**src/rtl/spi_pkg.sv**
```systemverilog
// Shared types and defaults for the SPI burst controller.
// Holds the FSM state encoding and the parameter defaults.
package spi_pkg;

   typedef enum logic [2:0] {
      ST_IDLE,
      ST_CS_SETUP,
      ST_LOAD,
      ST_XFER,
      ST_CS_HOLD,
      ST_FINISH
   } state_e;

   localparam int CS_DLY_DEF    = 4;
   localparam int MAX_BYTES_DEF = 4;
   localparam int CNT_W         = 4;

endpackage

```
**src/rtl/spi_cs_timer.sv**
```systemverilog
// Chip-select guard timer: a load starts a CS_DLY-cycle window,
// and expired marks the last cycle of that window.
module spi_cs_timer
   import spi_pkg::*;
#(
   parameter int CS_DLY = CS_DLY_DEF
) (
   input  logic clk,
   input  logic rst,
   input  logic load_i,
   input  logic count_i,
   output logic expired_o
);

   logic [CNT_W-1:0] cnt_q;
   logic [CNT_W-1:0] cnt_d;

   always_comb begin
      cnt_d = cnt_q;
      if (load_i) begin
         cnt_d = CNT_W'(CS_DLY - 1);
      end else if (count_i && cnt_q != '0) begin
         cnt_d = cnt_q - 1'b1;
      end
   end

   always_ff @(posedge clk or posedge rst) begin
      if (rst) begin
         cnt_q <= '0;
      end else begin
         cnt_q <= cnt_d;
      end
   end

   assign expired_o = (cnt_q == '0);

endmodule

```
**src/rtl/spi_burst_ctrl.sv**
```systemverilog
// Multi-byte SPI burst sequencer driving a single-byte SPI master
// engine, with chip-select setup/hold guard intervals and abort.
module spi_burst_ctrl
   import spi_pkg::*;
#(
   parameter int CS_DLY    = CS_DLY_DEF,
   parameter int MAX_BYTES = MAX_BYTES_DEF
) (
   input  logic        clk,
   input  logic        rst,
   input  logic        req,
   input  logic [1:0]  len,
   input  logic [31:0] tx_data,
   input  logic        cpol_i,
   input  logic        cpha_i,
   input  logic        abort,
   output logic [31:0] rx_data,
   output logic        busy,
   output logic        done,
   output logic        CS_n,
   output logic        m_start,
   output logic [7:0]  m_tx_data,
   input  logic [7:0]  m_rx_data,
   input  logic        m_done,
   input  logic        m_ready,
   output logic        CPOL,
   output logic        CPHA
);

   localparam int IW = (MAX_BYTES > 1) ? $clog2(MAX_BYTES) : 1;
   localparam int BW = 8 * MAX_BYTES;

   state_e state_q;
   state_e state_d;

   logic [1:0]                 len_q;
   logic [MAX_BYTES-1:0][7:0]  tx_q;
   logic [MAX_BYTES-1:0][7:0]  rx_q;
   logic [IW-1:0]              idx_q;
   logic                       abort_q;
   logic                       cpol_q;
   logic                       cpha_q;
   logic [7:0]                 mtx_q;

   logic accept;
   logic abort_hit;
   logic last_byte;
   logic tmr_load;
   logic tmr_count;
   logic tmr_exp;

   assign accept    = (state_q == ST_IDLE) && req;
   assign abort_hit = abort_q || abort;
   assign last_byte = (idx_q == IW'(len_q));

   spi_cs_timer #(
      .CS_DLY (CS_DLY)
   ) u_cs_timer (
      .clk       (clk),
      .rst       (rst),
      .load_i    (tmr_load),
      .count_i   (tmr_count),
      .expired_o (tmr_exp)
   );

   always_ff @(posedge clk or posedge rst) begin
      if (rst) begin
         state_q <= ST_IDLE;
      end else begin
         state_q <= state_d;
      end
   end

   always_comb begin
      state_d = state_q;
      unique case (state_q)
         ST_IDLE: begin
            if (req) state_d = ST_CS_SETUP;
         end
         ST_CS_SETUP: begin
            if (abort_hit)    state_d = ST_CS_HOLD;
            else if (tmr_exp) state_d = ST_LOAD;
         end
         ST_LOAD: begin
            if (abort_hit)    state_d = ST_CS_HOLD;
            else if (m_ready) state_d = ST_XFER;
         end
         ST_XFER: begin
            if (m_done) begin
               state_d = (last_byte || abort_hit) ? ST_CS_HOLD : ST_LOAD;
            end
         end
         ST_CS_HOLD: begin
            if (tmr_exp) state_d = ST_FINISH;
         end
         ST_FINISH: state_d = ST_IDLE;
         default:   state_d = ST_IDLE;
      endcase
   end

   always_comb begin
      busy      = (state_q != ST_IDLE);
      done      = (state_q == ST_FINISH);
      CS_n      = (state_q == ST_IDLE) || (state_q == ST_FINISH);
      m_start   = (state_q == ST_LOAD) && m_ready && !abort_hit;
      tmr_count = (state_q == ST_CS_SETUP) || (state_q == ST_CS_HOLD);
      tmr_load  = (state_d != state_q) &&
                  ((state_d == ST_CS_SETUP) || (state_d == ST_CS_HOLD));
   end

   // Burst context is captured only on accept, so a req while busy is inert.
   always_ff @(posedge clk or posedge rst) begin
      if (rst) begin
         len_q   <= '0;
         tx_q    <= '0;
         rx_q    <= '0;
         idx_q   <= '0;
         abort_q <= 1'b0;
         cpol_q  <= 1'b0;
         cpha_q  <= 1'b0;
         mtx_q   <= '0;
      end else if (accept) begin
         len_q   <= len;
         tx_q    <= BW'(tx_data);
         rx_q    <= '0;
         idx_q   <= '0;
         abort_q <= 1'b0;
         cpol_q  <= cpol_i;
         cpha_q  <= cpha_i;
         mtx_q   <= tx_data[7:0];
      end else begin
         if (busy && abort) abort_q <= 1'b1;
         if (state_q == ST_XFER && m_done) begin
            rx_q[idx_q] <= m_rx_data;
            if (!(last_byte || abort_hit)) begin
               idx_q <= idx_q + 1'b1;
               mtx_q <= tx_q[idx_q + 1'b1];
            end
         end
      end
   end

   assign rx_data   = 32'(rx_q);
   assign m_tx_data = mtx_q;
   assign CPOL      = cpol_q;
   assign CPHA      = cpha_q;

endmodule

```
**config.mk**
```make
export PLATFORM = sky130hd
export DESIGN_NAME = spi_burst_ctrl
export DESIGN_NICKNAME = d
export VERILOG_FILES = /design/src/rtl/spi_pkg.sv /design/src/rtl/spi_cs_timer.sv /design/src/rtl/spi_burst_ctrl.sv
export SDC_FILE = /design/constraint.sdc
export NUM_CORES = 1
export LEC_CHECK = 0
export BUFFER_PORTS_ARGS = -buffer_cell sky130_fd_sc_hd__clkbuf_2
export CAP_MARGIN = 10
export CORE_ASPECT_RATIO = 0.9
export CORE_MARGIN = 3
export CORE_UTILIZATION = 40
export DETAILED_ROUTE_END_ITERATION = 6
export SYNTH_ARGS = -nofsm -noshare
export SYNTH_HDL_FRONTEND = slang
export SYNTH_SLANG_ARGS = --single-unit
```
**constraint.sdc**
```tcl
create_clock -name clk -period 3.71 [get_ports clk]
set_input_delay 0.742 -clock clk [delete_from_list [all_inputs] [get_ports clk]]
set_output_delay 0.742 -clock clk [all_outputs]
set_load 0.02 [all_outputs]
```
-- Yosys cells after proc, flatten, opt, wreduce, memory -nomap -nowiden
Cells that the tools add are included.
- register bits: 86
- bits of input ports: 50
- output and inout bits: 46
- word-level logic and storage cells: 79
- add/sub/neg operators: 2
- order comparisons: 3
- equality and inequality tests: 10
- mux-type cells: 26
- reduce and logical (&&, ||, !) cells: 22
- operators with widths (kind ; number):
    $mux W32 ; 2
    $mux W8 ; 5
    $bwmux W32 ; 1
    $mux W3 ; 8
    $bmux W8 S2 ; 1
    $demux W8 S2 ; 1
    $pmux W3 S5 ; 1
    $eq A3 B3 Y1 const B ; 3
    $logic_and A1 B1 Y1 ; 8
    $mux W4 ; 2
    $eq A3 B1 Y1 const B ; 2
    $eq A3 B2 Y1 const B ; 2
    $lt A2 B3 Y1 const B ; 2
    $mux W2 ; 3
    $reduce_bool A2 Y1 ; 3
    $logic_or A1 B1 Y1 ; 5
    $logic_not A4 Y1 ; 1
    $reduce_bool A4 Y1 ; 1
    $sub A4 B1 Y4 const B ; 1
    $logic_not A3 Y1 ; 1
    $ne A3 B3 Y1 ; 1
    $reduce_bool A3 Y1 ; 1
    $add A2 B1 Y2 const B ; 1
    $eq A2 B2 Y1 ; 1
    other kinds (5) ; 6

-- Longest topological paths before layout
Gate-level depths: netlist of run 1.
- depth in word-level cells: 9
- mapped depth: 7
- gate-level depth less buffers: 7

-- Modules after synthesis
Synthesis of run 1 repeated with hierarchy kept, for this count alone.
- cell total of the unflattened synthesis: 430
- area total of the unflattened synthesis: 4038.9 sq um
- modules (own cells, without submodules) (module ; times used ; cells an instance ; area an instance (sq um)):
    spi_burst_ctrl ; 1 ; 405 ; 3793.6
    spi_cs_timer ; 1 ; 25 ; 245.2

-- Worst setup path after synthesis of run 1
Ideal clock, no wire load.
- path kind: reg-to-output
- start: register state_q[0]
- end: output port CS_n
- arrival: 1.308 ns
- data required time: 2.968 ns
- setup slack: 1.660 ns
- stages on the path, launching flop included: 5
- buffers on the path: 1
- cells stage by stage: dfrtp_1 -> buf_2 -> nor3_1 -> inv_1 -> o21ai_0
- longest elaborated chain between the ends: 2
- RTL lines (what ; RTL line ; text):
    start: declaration ; spi_burst_ctrl.sv:33 ; state_e state_q;
    start signal: assignment ; spi_burst_ctrl.sv:70 ; state_q <= state_d;
    $eq A3 B3 Y1 / $logic_not A3 Y1 (equally long branches) ; spi_burst_ctrl.sv:104 ; CS_n = (state_q == ST_IDLE) || (state_q == ST_FINISH);
    $logic_or A1 B1 Y1 * ; spi_burst_ctrl.sv:104 ;
    end: declaration ; spi_burst_ctrl.sv:20 ; output logic CS_n,
Every way passes the cells marked *; elsewhere a longest branch is shown, timed or not.

-- Final worst setup path of run 1
Ends and elaborated chain as after synthesis.

==> results of run 1 <==
[kinds of logic (layout without fill, tap and decap cells)]
group | after synthesis | in the layout | synth area share [%]
simple gates | 218 | 218 | 24.1
flops | 86 | 86 | 54.8
compound gates | 50 | 50 | 7.05
buf+inv | 32 | 125 | 3.73
mux | 18 | 18 | 7.14
xor+xnor | 7 | 7 | 1.56
fa+ha+maj | 5 | 5 | 1.59
[cell type report]
type	count	area, um2
well taps	122	153
multi-input cells	298	1630
repair buffers	102	528
fillers	916	4640
flip-flops and latches	86	2150
clock inverters	5	58.8
clock buffers	11	141
inverters	7	27.5
[metal layers]
layer | vias up | GRT usage, % | wire length, um
met5 | - | 0 | 0
met4 | 0 | 4.26 | 91
met1 | 1498 | 24.5 | 4300
met2 | 71 | 27.4 | 4470
li1 | 1547 | - | -
met3 | 10 | 4.94 | 449
[worst max-delay path, delay by kind of cell, from the launching register on]
family	cells	cell delay (ps)
AND/OR/NAND/NOR	1	420
flip-flops	1	530
buffers and inverters	2	300
AO/OA/AOI/OAI	1	90
[registers in the layout, summed over array words and instances, names as in the netlist, 2 cells and up]
register / cells
rx_data: 32
u_cs_timer.cnt_q: 4
tx_q: 32
m_tx_data: 8
idx_q: 2
len_q: 2
state_q: 3
[synth_stat cells, drive strengths merged, types with 2 or more instances]
master	instances
a21oi	36
and2	2
buf	17
clkbuf	8
dfrtp	86
ha	5
inv	7
mux2i	10
mux4	8
nand2	153
nand2b	2
nand3	35
nor2	8
nor2b	3
nor3	2
nor3b	2
o21ai	9
or2	2
xnor2	5
xor2	2
[how the worst min path moves through the flow]
stage	startpoint	end
6_report	tx_q[22]	tx_q[22]
3_3_place_gp	tx_q[8]	tx_q[8]
5_1_grt	tx_q[28]	tx_q[28]
2_1_floorplan	tx_q[24]	tx_q[24]
4_1_cts	tx_q[20]	tx_q[20]
3_5_place_dp	tx_q[20]	tx_q[20]
[metrics by stage]
step / hold slack, ps / util, % / cells / total power [mW] / setup slack [ps]
2_1_floorplan: 440 / - / 416 / 2.07 / 746
4_1_cts: 483 / 50.2 / 631 / 3.01 / 1240
6_report: 477 / 50.2 / 631 / 2.97 / 1270
3_3_place_gp: 455 / 48.1 / 615 / 2.31 / 1450
5_1_grt: 506 / 50.2 / 631 / 3.20 / 1110
3_5_place_dp: 462 / 48.1 / 615 / 2.34 / 1380
[power by group through the flow]
stage | sequential (mW) | clock [mW] | combinational (mW)
detailed placement | 1.39 | 0 | 0.946
global route | 1.42 | 0.728 | 1.06
floorplan | 1.39 | 0 | 0.681
CTS | 1.38 | 0.689 | 0.944
finish | 1.38 | 0.663 | 0.929
global placement | 1.38 | 0 | 0.928
==> results by group, run 1 <==
Pwr
  – Seq pwr share: 46.5%
  – Psw: 1.07 mW
  – Pwr dens: 634 nW/um2
  – Switching part of the total power: 36.0%
  – Comb pwr share: 31.3%
  – Clock power share: 22.3%
  – Int Pwr: 1.90 mW
  – Pleak: 2.42 nW
  – VDD IR-drop max: 0.255 mV

STA
  – Max Clock Skew: 11.7 ps
  – Setup TNS: 0 ps
  – Fmax: 0.410 GHz
  – Final Hold Viols: 0
  – Slew headroom: 41.1%
  – Max-slew violations: 0
  – Crit share post-route: 65.7%
  – RSZ-0062 raised after global routing: no
  – Fin crit period: 2440 ps
  – Setup violations, final: 0
  – Least-Margin Pin Slew: 883 ps

Detailed routing
  – Wirelength per Cell: 14.8 um
  – 1st-iter DRT viols: 216
  – Vias per cell: 4.95
  – DRT antenna net count: 0
  – Initial DRT Pass Iterations: 4
  – DRC: 0
  – DRT Wirelength: 9320 um
  – DR vias: 3126

Floorplan
  – Area of the core: 9330 um2
  – Die height: 100 um
  – Die footprint: 11000 um2
  – DIE WIDTH: 110 um
  – FP Rows: 33
  – Initial Util: 42.0%
  – Top Ports: 96

Worst setup path
  – Highest cell delay on the worst timing path: 530 ps
  – Critical path destination: CS_n
  – Worst Setup End Kind: primary output
  – CP Launch Type: flop
  – R2r startpoint: state_q[0]
  – R2R setup slack: 1380 ps
  – Crit path cell chain: nor3_1 > inv_1 > o21ai_0 > clkbuf_2
  – CP max-delay cell: dfrtp_1
  – Setup crit start: state_q[0]
  – Reg-to-reg critical path endpoint: rx_data[21]
  – CP Class: reg2out
  – Worst path arrival time: 1690 ps
  – CP Max Fanout: 13
  – Req. time, crit path: 2970 ps
  – Cell depth of the worst flop-to-flop path: 4

Synthesis
  – Register area share after synthesis: 54.8%
  – Netlist cell types: 39
  – Cells after Synth: 416
  – Cell Area, Synth: 3920 um2
  – Post-synth ARST share: 100%
  – Yosys top cell by area: dfrtp_1
  – Synth top area cells: dfrtp_1 (55%), nand2_1 (15%), a21oi_1 (4.6%)
  – Syn nets: 471
  – Ys Warns: 0
  – Syn avg cell area: 9.43 um2
  – Synth top area share: 54.8%
  – Synthesis-stage register bit count: 86
  – Synth Flop Type: dfrtp_1
  – Post-synth EDFFs: 0

Placement
  – RePlAce Congestion: 0.808
  – Port-buffer cells: 95
  – Post-DP HPWL: 6460 um
  – DP Area: 4490 um2

Global route
  – Vias in the first global route: 3047
  – Largest net degree at the start of global routing: 52
  – Remaining global-route overflow: 0
  – Initial antenna violation count: 0
  – Global-route wire length before repair: 15500 um
  – GRT Util Overall: 17.5%

Flow run
  – Max Cap Viol: 0

CTS
  – Post_cts resized: 0
  – CTS tree: yes
  – Total CTS buffers: 9
  – H-tree lvl count: 3
  – CTS max path bufs: 2
  – Setup bufs post-CTS: 0
  – Root Driver: clkbuf_8
  – Clock sink total: 86
  – Post-CTS Hold Fix Bufs: 0
  – Clock Latency Late Sink: 350 ps
  – Clk pin slew, worst setup/hold paths: 90 ps

Final layout
  – Antenna diode count: 0
  – Area Overhead vs Synth: 19.5%
  – Share of cells above drive strength 1: 25.9%
  – Final instance area: 4690 um2
  – Leading cell type in the layout, fill and taps excluded: nand2_1
  – Most frequent cells in the layout: nand2_1 (152), clkbuf_2 (95), dfrtp_1 (86)
  – Final Net Count: 559

Hold path
  – Hold Crit Class: reg2reg
  – Hold path depth: 2

Status
  – Status: completed
(Power assumes the default switching activity.)
==> inputs of run 2 (changes only) <==
--- a/config.mk
+++ b/config.mk
@@ -5,12 +5,14 @@
 export SDC_FILE = /design/constraint.sdc
 export NUM_CORES = 1
 export LEC_CHECK = 0
+export ABC_AREA = 1
 export BUFFER_PORTS_ARGS = -buffer_cell sky130_fd_sc_hd__clkbuf_2
 export CAP_MARGIN = 10
 export CORE_ASPECT_RATIO = 0.9
 export CORE_MARGIN = 3
 export CORE_UTILIZATION = 40
 export DETAILED_ROUTE_END_ITERATION = 6
+export PLACE_DENSITY = 0.65
 export SYNTH_ARGS = -nofsm -noshare
 export SYNTH_HDL_FRONTEND = slang
 export SYNTH_SLANG_ARGS = --single-unit
==> constraint.sdc (replaced) <==
create_clock -name clk -period 2.2 [get_ports clk]
set_input_delay 0.44 -clock clk [delete_from_list [all_inputs] [get_ports clk]]
set_output_delay 0.44 -clock clk [all_outputs]
set_load 0.02 [all_outputs]
==> run 2 against run 1 <==
Synthesized cell count rose by 9.4%. Setup slack got worse by 930 ps. First-iteration DRC count fell by 9.3%. Sequential share of layout area rose by 0.51 points. Non-clock buffer count rose by 2. Clock power rose by 67%. Wire length fell by 3.5%. Clock skew barely moved. Global-route usage rose by 0.38 points. Clock-buffer cell count fell by 1. Die area fell by 2.0%.
==> results by group, run 2 <==
Synthesis
  – Register area share after synthesis: 56.1% (+1.2 points)
  – Cells after Synth: 455 (+9.4%)
  – Synth Flop Type: dfrtp_1
  – Post-synth ARST share: 100% (unchanged)
  – Post-synth EDFFs: 0 (unchanged)
  – Commonest cells post-synth: nand2_1 (120), dfrtp_1 (86), o21ai_0 (77), nand3_1 (42), inv_1 (41)
  – Syn nets: 510 (+8.3%)
  – Synthesis-stage register bit count: 86 (unchanged)
  – Synth top area share: 56.1% (+1.2 points)
  – Most frequent cell after synthesis: nand2_1
  – Yosys top cell by area: dfrtp_1
  – Syn avg cell area: 8.44 um2 (-11%)
  – Ys Warns: 0 (unchanged)
  – Cell Area, Synth: 3840 um2 (-2.2%)
  – Synth top area cells: dfrtp_1 (56%), nand2_1 (12%), o21ai_0 (10%)
  – Netlist cell types: 21 (-46%)

Global route
  – Global-route wire length before repair: 15500 um (about the same)
  – Vias in the first global route: 3308 (+8.6%)
  – Initial antenna violation count: 0 (unchanged)
  – GRT Util Overall: 17.9% (+0.38 points)
  – Remaining global-route overflow: 0 (unchanged)
  – Largest net degree at the start of global routing: 56 (+7.7%)

Worst setup path
  – CP Class: reg2out
  – Top cell by count, worst path: nor2_1
  – R2r startpoint: idx_q[1]
  – Setup crit start: abort_q
  – Worst Setup End Kind: primary output
  – Req. time, crit path: 1760 ps (-1210 ps)
  – Worst path arrival time: 1420 ps (-270 ps)
  – CP Launch Type: flop
  – R2R setup slack: 350 ps (-1030 ps)
  – Highest cell delay on the worst timing path: 390 ps (-140 ps)
  – CP max-delay cell: dfrtp_1
  – Crit path cell chain: nor2_1 > inv_1 > nor2_1 > clkbuf_2
  – CP Max Fanout: 4 (-9)

Hold path
  – Hold Crit Class: in2async

STA
  – Final Hold Viols: 0 (unchanged)
  – Setup TNS: 0 ps (unchanged)
  – Worst Slack Setup Final: 342 ps (-932 ps)
  – Max Clock Skew: 11.6 ps (-0.0600 ps)
  – Slew headroom: 61.3% (+20 points)
  – Max-slew violations: 0 (unchanged)
  – Fmax: 0.538 GHz
  – RSZ-0062 raised after global routing: no
  – Least-Margin Pin Slew: 581 ps (-302 ps)
  – Setup violations, final: 0 (unchanged)
  – Fin crit period: 1860 ps
  – Crit share post-route: 84.5%

CTS
  – Root Driver: clkbuf_8
  – H-tree lvl count: 3 (unchanged)
  – Total CTS buffers: 9 (unchanged)
  – Clock Latency Late Sink: 350 ps (about the same)
  – Clk pin slew, worst setup/hold paths: 90 ps (about the same)
  – Post-CTS Hold Fix Bufs: 0 (unchanged)
  – Setup bufs post-CTS: 0 (unchanged)
  – CTS max path bufs: 2 (unchanged)
  – Clock sink total: 86 (unchanged)
  – Post_cts resized: 0 (unchanged)
  – CTS tree: yes

Pwr
  – Psw: 2.20 mW (+110%)
  – Pleak: 2.44 nW (+0.94%)
  – Clock power share: 20.2% (-2.1 points)
  – Switching part of the total power: 40.1% (+4.2 points)
  – VDD IR-drop max: 0.677 mV (+170%)
  – Pwr dens: 1180 nW/um2 (+87%)
  – Comb pwr share: 38.4% (+7.1 points)
  – Seq pwr share: 41.4% (-5.1 points)
  – Int Pwr: 3.29 mW (+73%)

Floorplan
  – DIE WIDTH: 109 um (-1.0%)
  – Die height: 98.9 um (-1.0%)
  – FP Rows: 33 (unchanged)
  – Die footprint: 10800 um2 (-2.0%)
  – Area of the core: 9250 um2 (-0.88%)
  – Top Ports: 96 (unchanged)
  – Initial Util: 41.5% (-0.54 points)

Flow run
  – Max Cap Viol: 0 (unchanged)

Detailed routing
  – DRT antenna net count: 0 (unchanged)
  – 1st-iter DRT viols: 196 (-9.3%)
  – DRT Wirelength: 8990 um (-3.5%)
  – DRC: 0 (unchanged)
  – DR vias: 3253 (+4.1%)
  – Initial DRT Pass Iterations: 4 (unchanged)
  – Wirelength per Cell: 13.4 um (-9.6%)
  – Vias per cell: 4.83 (-2.4%)

Placement
  – RePlAce Congestion: 0.818 (+1.3%)
  – Place WS: 395 ps (-985 ps)
  – Port-buffer cells: 95 (unchanged)
  – Post-DP HPWL: 6370 um (-1.4%)
  – DP Area: 4440 um2 (-1.1%)

Final layout
  – Final Util: 50.1% (-0.11 points)
  – Area Overhead vs Synth: 20.8%
  – Fillers: 911 (-0.55%)
  – Antenna diode count: 0 (unchanged)
  – Final instance area: 4640 um2 (-1.1%)
  – Leading cell type in the layout, fill and taps excluded: nand2_1
  – Share of cells above drive strength 1: 23.8% (-2.2 points)
  – Final Net Count: 601 (+7.5%)
  – Most frequent cells in the layout: nand2_1 (120), clkbuf_2 (95), dfrtp_1 (86)

Status
  – Status: completed
-- run 2: changes by cell type after synthesis, moves of 6 or more --
cell and delta:
mux2i_1 -10, a31oi_1 +8, inv_1 +34, o21ai_1 -6, a21oi_1 -24, mux4_2 -8
nand2_1 -32, buf_2 -7, nand3_1 +7, nor2_1 +15, o21ai_0 +76
-- run 2: area by class of cell --
| type | count | area (um2) | area share [%] |
|---|---|---|---|
| inverter | 46 | 176 | 3.81 |
| clock buffer | 10 | 128 | 2.75 |
| multi-input combinational | 299 | 1400 | 30.2 |
| clock inverter | 6 | 71.3 | 1.54 |
| tap | 122 | 153 | 3.29 |
| timing repair buffer | 104 | 556 | 12.0 |
| sequential | 86 | 2150 | 46.4 |
-- run 2: through the flow --
step	instances	power, mW	hold WS (ps)
6_report	673	5.49	226
5_1_grt	673	6.00	281
4_1_cts	673	5.55	239
3_5_place_dp	657	4.42	455
3_3_place_gp	657	4.33	455
2_1_floorplan	455	3.83	437
-- run 2: power groups by stage --
stage | Combinational (mW) | Clock [mW] | Sequential (mW)
floorplan | 1.47 | 0 | 2.36
global placement | 2.02 | 0 | 2.31
detailed placement | 2.11 | 0 | 2.31
CTS | 2.13 | 1.15 | 2.28
global route | 2.46 | 1.21 | 2.33
finish | 2.11 | 1.11 | 2.27
-- run 2: worst max-delay path, delay by kind of cell (launching register included) --
family	cells	cell delay, ps
buf+inv	2	320
flops	1	390
simple gates	2	360
-- run 2: final timing paths --
path	to	depth (start not counted)
hold / removal	rx_data[3]	3
min in group clk	tx_q[8]	3
setup / recovery	m_start	4
setup reg to reg	m_tx_data[2]	6
max in group asynchronous	tx_q[10]	3
hold reg to reg	tx_q[27]	2
-- run 2: cell families after synthesis --
| family | Yosys count | synth area share, % |
|---|---|---|
| compound gates | 99 | 13.2 |
| xor+xnor | 1 | 0.228 |
| fa+ha+maj | 5 | 1.63 |
| buf+inv | 70 | 7.59 |
| flops | 86 | 56.1 |
| simple gates | 194 | 21.3 |
-- run 2: per-layer routing --
metal / vias to the layer above / track usage (%) / wire, um
li1: 1658 / - / -
met1: 1492 / 24.2 / 4200
met2: 92 / 28.4 / 4160
met3: 11 / 3.93 / 490
met4: 0 / 6.42 / 135
met5: - / 0 / 0
==> inputs of run 3 (changes only) <==
--- a/config.mk
+++ b/config.mk
@@ -12,7 +12,6 @@
 export CORE_MARGIN = 3
 export CORE_UTILIZATION = 40
 export DETAILED_ROUTE_END_ITERATION = 6
-export PLACE_DENSITY = 0.65
 export SYNTH_ARGS = -nofsm -noshare
 export SYNTH_HDL_FRONTEND = slang
 export SYNTH_SLANG_ARGS = --single-unit
==> constraint.sdc (replaced) <==
create_clock -name clk -period 1.8 [get_ports clk]
set_input_delay 0.36 -clock clk [delete_from_list [all_inputs] [get_ports clk]]
set_output_delay 0.36 -clock clk [all_outputs]
set_load 0.02 [all_outputs]
==> run 3 against run 2 <==
Die area unchanged. Power up 24%. Highest routed layer unchanged. Global-route usage down 0.30 points. Hold slack worse by 110 ps. Critical path depth up 2. Sequential power up 24%. Via count down 0.52%.
==> results by group, run 3 (synthesis results as in run 2) <==
STA
  – Fmax: 0.587 GHz
  – Least-Margin Pin Slew: 486 ps (-95.2 ps)
  – Crit share post-route: 94.7%
  – Setup TNS: 0 ps (unchanged)
  – Slew headroom: 67.6% (+6.3 points)
  – Fin crit period: 1700 ps
  – Final Hold Viols: 0 (unchanged)
  – Max-slew violations: 0 (unchanged)
  – Min Hold Slack: 117 ps (-109 ps)
  – Setup violations, final: 0 (unchanged)
  – Max Clock Skew: 6.85 ps (-4.75 ps)

CTS
  – Post-CTS Hold Fix Bufs: 0 (unchanged)
  – Total CTS buffers: 9 (unchanged)
  – CTS tree: yes
  – H-tree lvl count: 3 (unchanged)
  – CTS max path bufs: 2 (unchanged)
  – Setup bufs post-CTS: 0 (unchanged)
  – Root Driver: clkbuf_8
  – Post_cts resized: 1 (+1)
  – Clk pin slew, worst setup/hold paths: 90 ps (about the same)
  – Clock sink total: 86 (unchanged)
  – Clock Latency Late Sink: 350 ps (about the same)

Worst setup path
  – CP Class: reg2out
  – Worst path arrival time: 1340 ps (-80 ps)
  – CP Launch Type: flop
  – CP Max Fanout: 6 (+2)
  – Worst Setup End Kind: primary output
  – Req. time, crit path: 1440 ps (-320 ps)

Placement
  – Port-buffer cells: 95 (unchanged)
  – Post-DP HPWL: 6420 um (+0.79%)
  – RePlAce Congestion: 0.771 (-5.8%)

Global route
  – Remaining global-route overflow: 0 (unchanged)
  – Global-route wire length before repair: 15200 um (-2.3%)
  – Vias in the first global route: 3140 (-5.1%)
  – Initial antenna violation count: 0 (unchanged)
  – GRT Util Overall: 17.6% (-0.30 points)
  – Largest net degree at the start of global routing: 87 (+55%)

Final layout
  – Leading cell type in the layout, fill and taps excluded: nand2_1
  – Final Util: 50.7% (+0.62 points)
  – Share of cells above drive strength 1: 24.8% (+1.0 points)
  – Antenna diode count: 0 (unchanged)
  – Final Net Count: 603 (+0.33%)
  – Most frequent cells in the layout: nand2_1 (120), clkbuf_2 (94), dfrtp_1 (84)
  – Area Overhead vs Synth: 22.3%

Detailed routing
  – Initial DRT Pass Iterations: 4 (unchanged)
  – DR vias: 3236 (-0.52%)
  – DRC: 0 (unchanged)
  – DRT Wirelength: 8950 um (-0.47%)
  – Wirelength per Cell: 13.3 um (-0.76%)
  – Vias per cell: 4.79 (-0.82%)
  – DRT antenna net count: 0 (unchanged)
  – 1st-iter DRT viols: 203 (+3.6%)

Pwr
  – VDD IR-drop max: 0.644 mV (-4.9%)
  – Pwr dens: 1460 nW/um2 (+23%)
  – Pleak: 2.47 nW (+1.1%)

Hold path
  – Hold Crit Class: in2async

Floorplan
  – DIE WIDTH: 109 um (unchanged)
  – Initial Util: 41.5% (unchanged)
  – FP Rows: 33 (unchanged)
  – Die height: 98.9 um (unchanged)
  – Top Ports: 96 (unchanged)
  – Die footprint: 10800 um2 (unchanged)
  – Area of the core: 9250 um2 (unchanged)

Flow run
  – Max Cap Viol: 0 (unchanged)

Status
  – Status: completed
==> run 3: area by class of cell <==
| cell class | count | area [um2] |
|---|---|---|
| Fill cell | 921 | 4560 |
| Sequential cell | 86 | 2150 |
| Multi-Input combinational cell | 299 | 1410 |
| Timing Repair Buffer | 106 | 596 |
| Inverter | 46 | 176 |
| Tap cell | 122 | 153 |
| Clock buffer | 10 | 138 |
| Clock inverter | 6 | 68.8 |
==> run 3: where the power goes <==
part	internal (mW)	total [mW]	leakage, nW	switching, mW
logic	0.951	2.63	1.26	1.68
registers	2.49	2.82	1.10	0.327
clock network	0.689	1.38	0.103	0.695
total	4.13	6.83	2.47	2.70
==> run 3: worst paths after layout <==
kind / cells past startpoint / end / slack [ps] / from
worst max register to register: 6 / rx_data[11] / 230 / state_q[2]
min in group clk: 3 / tx_q[24] / 210 / tx_data[24]
max in group asynchronous: 3 / state_q[0] / 1320 / rst
worst min register to register: 2 / tx_q[28] / 470 / tx_q[28]
worst min-delay path: 3 / rx_data[9] / 120 / rst
worst max-delay path: 6 / CS_n / 100 / state_q[0]
==> run 3: per-layer routing <==
layer	global-route usage, %	routed length, um	part of all wire, %
met3	4.85	402	4.5
met5	0	0	0
met1	24.2	4150	46
met4	4.03	32	0.36
met2	27.9	4360	49
==> run 3: stage by stage <==
| step | instance area (um2) | cells | total power, mW | setup slack [ps] |
|---|---|---|---|---|
| finish | 4690 | 675 | 6.83 | 95.8 |
| global route | 4690 | 675 | 7.45 | -10.5 |
| CTS | 4690 | 675 | 6.89 | 45.8 |
| detailed placement | 4480 | 659 | 5.49 | 243 |
| global placement | 4480 | 659 | 5.44 | 273 |
| floorplan | 3850 | 455 | 4.69 | 8.01 |
==> run 3: worst max-delay path: stages (launching register included) <==
cell     delay [ps]
dfrtp_2         450
inv_2            80
nand2_2          60
inv_2            70
nand2_4          60
o21ai_0          80
buf_2           190
